### src/rtl/seven_seg_scanner.sv
// Multiplexed seven-segment display scanner. It refreshes one digit per slot and
// supports leading-zero blanking, per-digit blink, PWM brightness and optional hex decode.
module seven_seg_scanner #(
  parameter int DIGIT_COUNT  = 8,
  parameter int REFRESH_DIV  = 16384,
  parameter int BLINK_FRAMES = 64,
  parameter bit HEX_MODE     = 1'b0,
  parameter bit ACTIVE_LOW   = 1'b1
) (
  input  logic                     clkIn,
  input  logic                     rstIn,
  input  logic [4*DIGIT_COUNT-1:0] bcdIn,
  input  logic [DIGIT_COUNT-1:0]   dpIn,
  input  logic [DIGIT_COUNT-1:0]   digitEnIn,
  input  logic                     blankLzIn,
  input  logic [DIGIT_COUNT-1:0]   blinkMaskIn,
  input  logic [3:0]               brightIn,
  output logic [DIGIT_COUNT-1:0]   aSegOut,
  output logic [7:0]               cSegOut,
  output logic                     frameOut
);

  localparam int DIV_W   = $clog2(REFRESH_DIV);
  localparam int ON_W    = DIV_W + 1;
  localparam int IDX_W   = $clog2(DIGIT_COUNT);
  localparam int FRAME_W = (BLINK_FRAMES > 1) ? $clog2(BLINK_FRAMES) : 1;
  localparam int STEP    = REFRESH_DIV / 16;

  logic [DIV_W-1:0]       div_cnt_reg;
  logic [IDX_W-1:0]       digit_idx_reg;
  logic [FRAME_W-1:0]     frame_cnt_reg;
  logic                   blink_phase_reg;
  logic                   frame_reg;
  logic                   lit_reg;
  logic [3:0]             bright_reg;
  logic [DIGIT_COUNT-1:0] aseg_reg;
  logic [7:0]             cseg_reg;

  logic [3:0]             nib [DIGIT_COUNT];
  logic [DIGIT_COUNT-1:0] upper_zero;

  logic                   slot_end;
  logic                   frame_wrap;
  logic [IDX_W-1:0]       idx_next;
  logic [3:0]             nib_next;
  logic                   lz_next;
  logic                   dark_next;
  logic                   lit_next;
  logic [6:0]             dec_next;
  logic [7:0]             pat_next;
  logic [ON_W-1:0]        on_len;
  logic [ON_W-1:0]        cnt_plus;

  // upper_zero[n] is set when nibbles n..DIGIT_COUNT-1 are all zero.
  generate
    for (genvar gi = 0; gi < DIGIT_COUNT; gi++) begin : g_nib
      assign nib[gi] = bcdIn[4*gi+3:4*gi];
      if (gi == DIGIT_COUNT - 1) begin : g_top
        assign upper_zero[gi] = (nib[gi] == 4'd0);
      end else begin : g_rest
        assign upper_zero[gi] = (nib[gi] == 4'd0) && upper_zero[gi+1];
      end
    end
  endgenerate

  function automatic logic [6:0] decode(input logic [3:0] v);
    logic [6:0] s;
    case (v)
      4'h0: s = 7'b0111111;
      4'h1: s = 7'b0000110;
      4'h2: s = 7'b1011011;
      4'h3: s = 7'b1001111;
      4'h4: s = 7'b1100110;
      4'h5: s = 7'b1101101;
      4'h6: s = 7'b1111101;
      4'h7: s = 7'b0000111;
      4'h8: s = 7'b1111111;
      4'h9: s = 7'b1100111;
      4'hA: s = HEX_MODE ? 7'b1110111 : 7'b0000000;
      4'hB: s = HEX_MODE ? 7'b1111100 : 7'b0000000;
      4'hC: s = HEX_MODE ? 7'b0111001 : 7'b0000000;
      4'hD: s = HEX_MODE ? 7'b1011110 : 7'b0000000;
      4'hE: s = HEX_MODE ? 7'b1111001 : 7'b0000000;
      default: s = HEX_MODE ? 7'b1110001 : 7'b0000000;
    endcase
    return s;
  endfunction

  always_comb begin
    slot_end   = (div_cnt_reg == DIV_W'(REFRESH_DIV - 1));
    frame_wrap = slot_end && (digit_idx_reg == IDX_W'(DIGIT_COUNT - 1));
    idx_next   = (digit_idx_reg == IDX_W'(DIGIT_COUNT - 1)) ? '0 : digit_idx_reg + 1'b1;
    nib_next   = nib[idx_next];
    lz_next    = blankLzIn && (idx_next != '0) && upper_zero[idx_next];
    dark_next  = !digitEnIn[idx_next] || (blinkMaskIn[idx_next] && blink_phase_reg);
    lit_next   = !dark_next && (!lz_next || dpIn[idx_next]);
    dec_next   = lz_next ? 7'b0000000 : decode(nib_next);
    // Dark slots also drop the cathodes so nothing ghosts onto the pins.
    pat_next   = lit_next ? {dpIn[idx_next], dec_next} : 8'h00;
    on_len     = (ON_W'(bright_reg) + ON_W'(1)) * ON_W'(STEP);
    cnt_plus   = ON_W'(div_cnt_reg) + ON_W'(1);
  end

  always_ff @(posedge clkIn) begin
    if (rstIn) begin
      div_cnt_reg     <= '0;
      digit_idx_reg   <= '0;
      frame_cnt_reg   <= '0;
      blink_phase_reg <= 1'b0;
      frame_reg       <= 1'b0;
      lit_reg         <= 1'b0;
      bright_reg      <= 4'd0;
      aseg_reg        <= {DIGIT_COUNT{ACTIVE_LOW}};
      cseg_reg        <= {8{ACTIVE_LOW}};
    end else begin
      frame_reg <= frame_wrap;
      if (slot_end) begin
        div_cnt_reg   <= '0;
        digit_idx_reg <= idx_next;
        lit_reg       <= lit_next;
        bright_reg    <= brightIn;
        cseg_reg      <= pat_next ^ {8{ACTIVE_LOW}};
        aseg_reg      <= (lit_next ? (DIGIT_COUNT'(1) << idx_next) : '0)
                         ^ {DIGIT_COUNT{ACTIVE_LOW}};
      end else begin
        div_cnt_reg <= div_cnt_reg + 1'b1;
        aseg_reg    <= ((lit_reg && (cnt_plus < on_len)) ? (DIGIT_COUNT'(1) << digit_idx_reg) : '0)
                       ^ {DIGIT_COUNT{ACTIVE_LOW}};
      end
      if (frame_wrap) begin
        if (frame_cnt_reg == FRAME_W'(BLINK_FRAMES - 1)) begin
          frame_cnt_reg   <= '0;
          blink_phase_reg <= ~blink_phase_reg;
        end else begin
          frame_cnt_reg <= frame_cnt_reg + 1'b1;
        end
      end
    end
  end

  assign aSegOut  = aseg_reg;
  assign cSegOut  = cseg_reg;
  assign frameOut = frame_reg;

endmodule
### config.mk
export PLATFORM = sky130hd
export DESIGN_NAME = seven_seg_scanner
export DESIGN_NICKNAME = d
export VERILOG_FILES = /design/src/rtl/seven_seg_scanner.sv
export SDC_FILE = /design/constraint.sdc
export NUM_CORES = 1
export LEC_CHECK = 0
export ABC_AREA = 1
export ABC_CLOCK_PERIOD_IN_PS = 2400
export BUFFER_PORTS_ARGS = -buffer_cell sky130_fd_sc_hd__buf_4
export CORE_ASPECT_RATIO = 2
export CORE_MARGIN = 2
export CORE_UTILIZATION = 45
export DETAILED_ROUTE_END_ITERATION = 7
export MAX_ROUTING_LAYER = met4
export PLACE_DENSITY = 0.78
export SYNTH_ARGS = -nofsm -noshare
export SYNTH_HDL_FRONTEND = slang
export SYNTH_SLANG_ARGS = --single-unit
### constraint.sdc
create_clock -name clkIn -period 2.4 [get_ports clkIn]
set_input_delay 0.12 -clock clkIn [delete_from_list [all_inputs] [get_ports clkIn]]
set_output_delay 0.12 -clock clkIn [all_outputs]
set_load 0.05 [all_outputs]
======== Word-level counts from Yosys, hierarchy flattened ========
Memory sizes are Yosys's and may differ from the RTL's.
Cells that the tools add are included.
word-level totals
  input port bits ......................... 63
  register bits ........................... 46
  memories kept ........................... 1
  logic and storage cells ................. 75
  bits in read-only memories .............. 112
cells by class
  multiplexer cells ....................... 18
  add/sub/neg operators ................... 5
  shift-type cells ........................ 2
  bitwise operators ....................... 5
  eq/ne operators ......................... 3
  reduce and logical (&&, ||, !) cells .... 29
  order comparisons ....................... 3
memory list
  memory            depth  width  read ports  clocked after Yosys merged registers in  wr ports  RTL line  text
  (name not given)  16     7      1           0                                        0         68        case (v)
operators with widths
  kind                     count
  $logic_not A4 Y1         8
  $mux W8                  4
  $not A8 Y8               3
  $shl A1 B3 Y8 const A    2
  $add A14 B1 Y15 const B  1
  $lt A15 B15 Y1           1
  $add A14 B1 Y14 const B  1
  $eq A14 B14 Y1 const B   1
  $logic_and A1 B1 Y1      13
  $bmux W1 S3              4
  $bmux W4 S3              1
  $mux W4                  2
  $mux W7                  1
  $add A6 B1 Y6 const B    1
  $eq A6 B6 Y1 const B     1
  $mux W6                  1
  $add A4 B1 Y5 const B    1
  $ge A4 B4 Y1 const B     1
  $lt A3 B4 Y1 const B     1
  $mux W1                  4
  $not A3 Y4               1
  $add A3 B1 Y3 const B    1
  $eq A3 B3 Y1 const B     1
  $logic_not A1 Y1         3
  other kinds (6)          7

======== Depth between registers and ports, before layout ========
  word-level depth ........................ 17
  depth in mapped cells ................... 17
  gate-level depth less buffers ........... 16

======== Least setup slack after synthesis ========
OpenSTA, ideal clock, no wires.
  path type ............................... reg-to-reg
  from .................................... reg digit_idx_reg[0]
  to ...................................... reg cseg_reg[1] (netlist: cSegOut[1])
  stages on the path, launching flop included .. 15
  setup time .............................. 114 ps
  required time ........................... 2,286 ps
  buffers on the path ..................... 1
  clock period less this slack ............ 2,457 ps
  slack ................................... -57 ps
  data arrival time ....................... 2,343 ps
  path through ............................ dfxtp_1 > ha_1 > ha_1 > nor2_2 > buf_6 > o21ai_0 > o21ai_0 > inv_1 > o21ai_0 > inv_1 > ha_1 > nand2_1 > nand3_1 > nor2_1 > nor2_1
on the way
  word-level cells in the longest chain between the ends .. 10
  elaborated cells on any way between the ends .. 29
ends and longest elaborated chain
  what                                                                       RTL line  text
  start: declaration                                                         30        logic [IDX_W-1:0] digit_idx_reg;
  start signal: assignment                                                   119       digit_idx_reg <= idx_next;
  $add A3 B1 Y3 / $eq A3 B3 Y1 (equally long branches)                       92        idx_next = (digit_idx_reg == IDX_W'(DIGIT_COUNT - 1)) ? '0 : digit_idx_reg + 1'b1;
  $mux W3 (*)                                                                92
  $not A3 Y4 (implied by the code), or another cell as far along             93        nib_next = nib[idx_next];
  $bmux W4 S3, or another cell as far along                                  93
  $mux W4 (implied by the code), or another cell as far along (2 in series)  93
  $mem_v2 Z16 W7, or another cell as far along                               --
  $mux W7 / $logic_and A1 B1 Y1 (equally long branches)                      97, 96
  $mux W8 (*)                                                                99        pat_next = lit_next ? {dpIn[idx_next], dec_next} : 8'h00;
  $not A8 Y8 (no source line) (*)                                            --
  end signal: assignment                                                     114       cseg_reg <= {8{ACTIVE_LOW}};
  end signal: assignment                                                     122       cseg_reg <= pat_next ^ {8{ACTIVE_LOW}};
  end: declaration                                                           37        logic [7:0] cseg_reg;
Every way passes the cells marked *; elsewhere a longest branch is shown, timed or not. The select of a mux whose other input is x is not followed.
A chain may end at the register's enable or synchronous reset.

======== Final worst setup path ========
  from .................................... reg digit_idx_reg[0]
  to ...................................... reg cseg_reg[5] (netlist: cSegOut[5])
Same word-level chain as after synthesis.

==> impl_metrics.py <==
metrics = {
    "outcome": {
        "outcome": "finished clean",
    },
    "grt": {
        "grt_start_max_net_pins": 17,
        "antenna_found_initial": 0,
        "grt_pass1_wl_um": 13800,
        "overflow": 0,
        "grt_pass1_vias": 3224,
        "grtUsageTotal": 0.210,
    },
    "clocking": {
        "cts_tree": "built",
        "cts.path.max_buffers": 2,
        "numCtsBuffers": 5,
        "cts_sinks": 46,
        "clk_pin_slew_worst_paths_ps": 60,
        "cts_root_buffer": "clkbuf_16",
        "h-tree-depth": 2,
        "cts_setup_buffers": 0,
        "clk_latency_ps": 290,
    },
    "die": {
        "die_x_um": 64.3,
        "start_util": 0.457,
        "die_area_um2": 8010,
        "die_h_um": 125,
        "core.rowCount": 44,
        "pin_count": 80,
        "core_area_um2": 7160,
    },
    "cells_and_area": {
        "syn2layout_area_growth_pct": 29.0,
        "drive_gt1_frac": 0.240,
        "largest_reg_flops": 14,
        "fillerInstances": 716,
        "nets": 679,
        "antenna_cells": 0,
    },
    "timing": {
        "rsz0062_at_grt": "no",
        "finalClockSkew_ps": 6.83,
        "clock.fmax_mhz": 451,
        "fin_crit_ps": 2220,
        "fin_crit_sh": 0.925,
        "slew_headroom": 0.720,
        "final_hold_viol_count": 0,
        "setup_violations": 0,
        "hold_ws_ps": 81.6,
        "slew_viol_final": 0,
        "finalSetupTns_ps": 0,
        "tightestPinTransition_ps": 419,
    },
    "detailed_routing": {
        "num_vias": 3448,
        "drtAntennaViolNets": 0,
        "wl_per_cell_um": 11.8,
        "via_per_inst": 5.00,
        "drt_iter0_markers": 257,
        "routed_wl_um": 8140,
        "drc": 0,
        "firstDrtPassIters": 7,
    },
    "critical_path": {
        "critPathRequiredTime_ps": 2570,
        "path_class": "reg2reg",
        "worst-path-max-fanout": 5,
        "r2r_slack_ps": 180,
        "cp_data_arrival_time_ps": 2390,
        "ff2ff_path_depth": 14,
        "critPathLaunch": "digit_idx_reg[0]",
        "crit_path_end_kind": "flop",
        "reg2reg_to": "cSegOut[5]",
        "rr_startpoint": "digit_idx_reg[0]",
        "startpoint_type": "flop",
    },
    "yosys": {
        "netlist_instances": 511,
        "syn_area_um2": 3270,
        "ys_seq_elements": 46,
        "ys_seq_area_frac": 0.282,
        "syn_nets": 592,
        "ys_types": 36,
        "yosysWarnings": 0,
        "syn_area_per_cell_um2": 6.40,
    },
    "power_and_ir_drop": {
        "leakagePower_nw": 2.07,
        "ir_worst_vdd_v": 0.000280,
        "powerDensity_nw_per_um2": 383,
    },
    "hold_path": {
        "holdPathStages": 2,
        "hp-start": "rstIn",
        "min_to": "div_cnt_reg[12]",
        "min_path_type": "in2reg",
    },
    "placement": {
        "hpwl_um": 6410,
        "port_buffers": 79,
        "gp_congestion": 0.915,
    },
    "run": {
        "cap_viol_max_count": 0,
    },
}
==> where the power goes <==
part	switching, W	internal (W)	total, W
logic	0.0000833	0.0000986	0.000182
registers	0.00000274	0.000768	0.000771
clock network	0.000262	0.000402	0.000664
total	0.000348	0.00127	0.00162
==> metrics by stage <==
stage                     std cells  setup WS, ps  area (um^2)   util  power, W
after floorplan                 511          15.3         3280      -  0.000867
after global placement          681          57.6         4000  0.559  0.000967
after detailed placement        681          38.8         4000  0.559  0.000968
after CTS                       687          9.97         4140  0.578   0.00163
after global routing            689         0.261         4220  0.589   0.00168
final                           689           181         4220  0.589   0.00162
==> synth_stat cells (all sizes together) <==
cell type | count | share of area
a211oi | 1 | 0.0023
a21oi | 17 | 0.026
a22o | 1 | 0.0027
and2 | 1 | 0.0019
and3 | 1 | 0.0019
buf | 15 | 0.031
clkbuf | 3 | 0.0034
dfxtp | 46 | 0.28
ha | 18 | 0.069
inv | 72 | 0.083
nand2 | 133 | 0.16
nand3 | 48 | 0.083
nand3b | 6 | 0.015
nand4 | 17 | 0.033
nor2 | 80 | 0.11
nor3 | 12 | 0.018
nor3b | 1 | 0.0038
o211ai | 1 | 0.0023
o21a | 1 | 0.0023
o21ai | 23 | 0.035
or2 | 3 | 0.0057
xnor2 | 2 | 0.0054
xor2 | 9 | 0.024
==> how the worst max path moves through the flow <==
stage / to / slack, ps / cells after the start
after global routing: cSegOut[5] / 0.3 / 14
after detailed placement: cSegOut[5] / 40 / 15
after CTS: cSegOut[5] / 10 / 15
final: cSegOut[5] / 180 / 14
after floorplan: cSegOut[1] / 20 / 15
after global placement: aSegOut[0] / 60 / 14
==> worst max-delay path, stage by stage, from the launching register on <==
cell and delay, ps:
dfxtp_2 340, ha_2 210, ha_4 190, nor2_4 180
buf_4 160, nand2_1 50, nand3_1 100, nand2_1 60
nand2_1 60, nand2_1 90, ha_1 180, nand3b_1 160
and3_1 170, nor2_1 100, nor2_1 40
==> timing repair <==
action / in CTS / in global routing
gates resized for setup: 0 / 17
endpoints found under the setup margin: 0 / 16
hold buffers: 0 / 0
==> kinds of logic after synthesis <==
kind of cell               synth area share
DFF                                   0.282
adders and majority gates            0.0689
xor gates and xnor gates             0.0295
and+or+nand+nor                       0.432
AOI/OAI and AO/OA                    0.0708
buffers and inverters                 0.117
==> per-layer routing <==
metal	up-vias	track usage	share of wire
met5	-	-	0
met4	0	0.0451	0.010
met3	9	0.0253	0.057
met2	124	0.362	0.50
met1	1523	0.260	0.43
li1	1792	-	-
==> cells in the final DEF (no fill, tap or decap), drive strengths merged <==
| cell | synthesis | routed |
|---|---|---|
| nand2 | 133 | 133 |
| buf | 15 | 96 |
| o21a | 1 | 1 |
| clkbuf | 3 | 6 |
| o21ai | 23 | 23 |
| and2 | 1 | 1 |
| or2 | 3 | 3 |
| a22o | 1 | 1 |
| nand4 | 17 | 17 |
| o211ai | 1 | 1 |
| nand3b | 6 | 6 |
| and3 | 1 | 1 |
| nor3 | 12 | 12 |
| a211oi | 1 | 1 |
| a21oi | 17 | 17 |
| nor3b | 1 | 1 |
| dfxtp | 46 | 46 |
| xnor2 | 2 | 2 |
| inv | 72 | 72 |
| ha | 18 | 18 |
| nor2 | 80 | 82 |
| nand3 | 48 | 48 |
| xor2 | 9 | 9 |
==> final cells by class <==
type | instances | area, um^2 | area share
Multi-Input combinational cell | 377 | 2040 | 0.484
Sequential cell | 46 | 925 | 0.219
Timing Repair Buffer | 96 | 724 | 0.172
Inverter | 72 | 273 | 0.0647
Clock buffer | 6 | 139 | 0.0329
Tap cell | 92 | 115 | 0.0273
No activity file was read; power rests on OpenSTA's default activity.
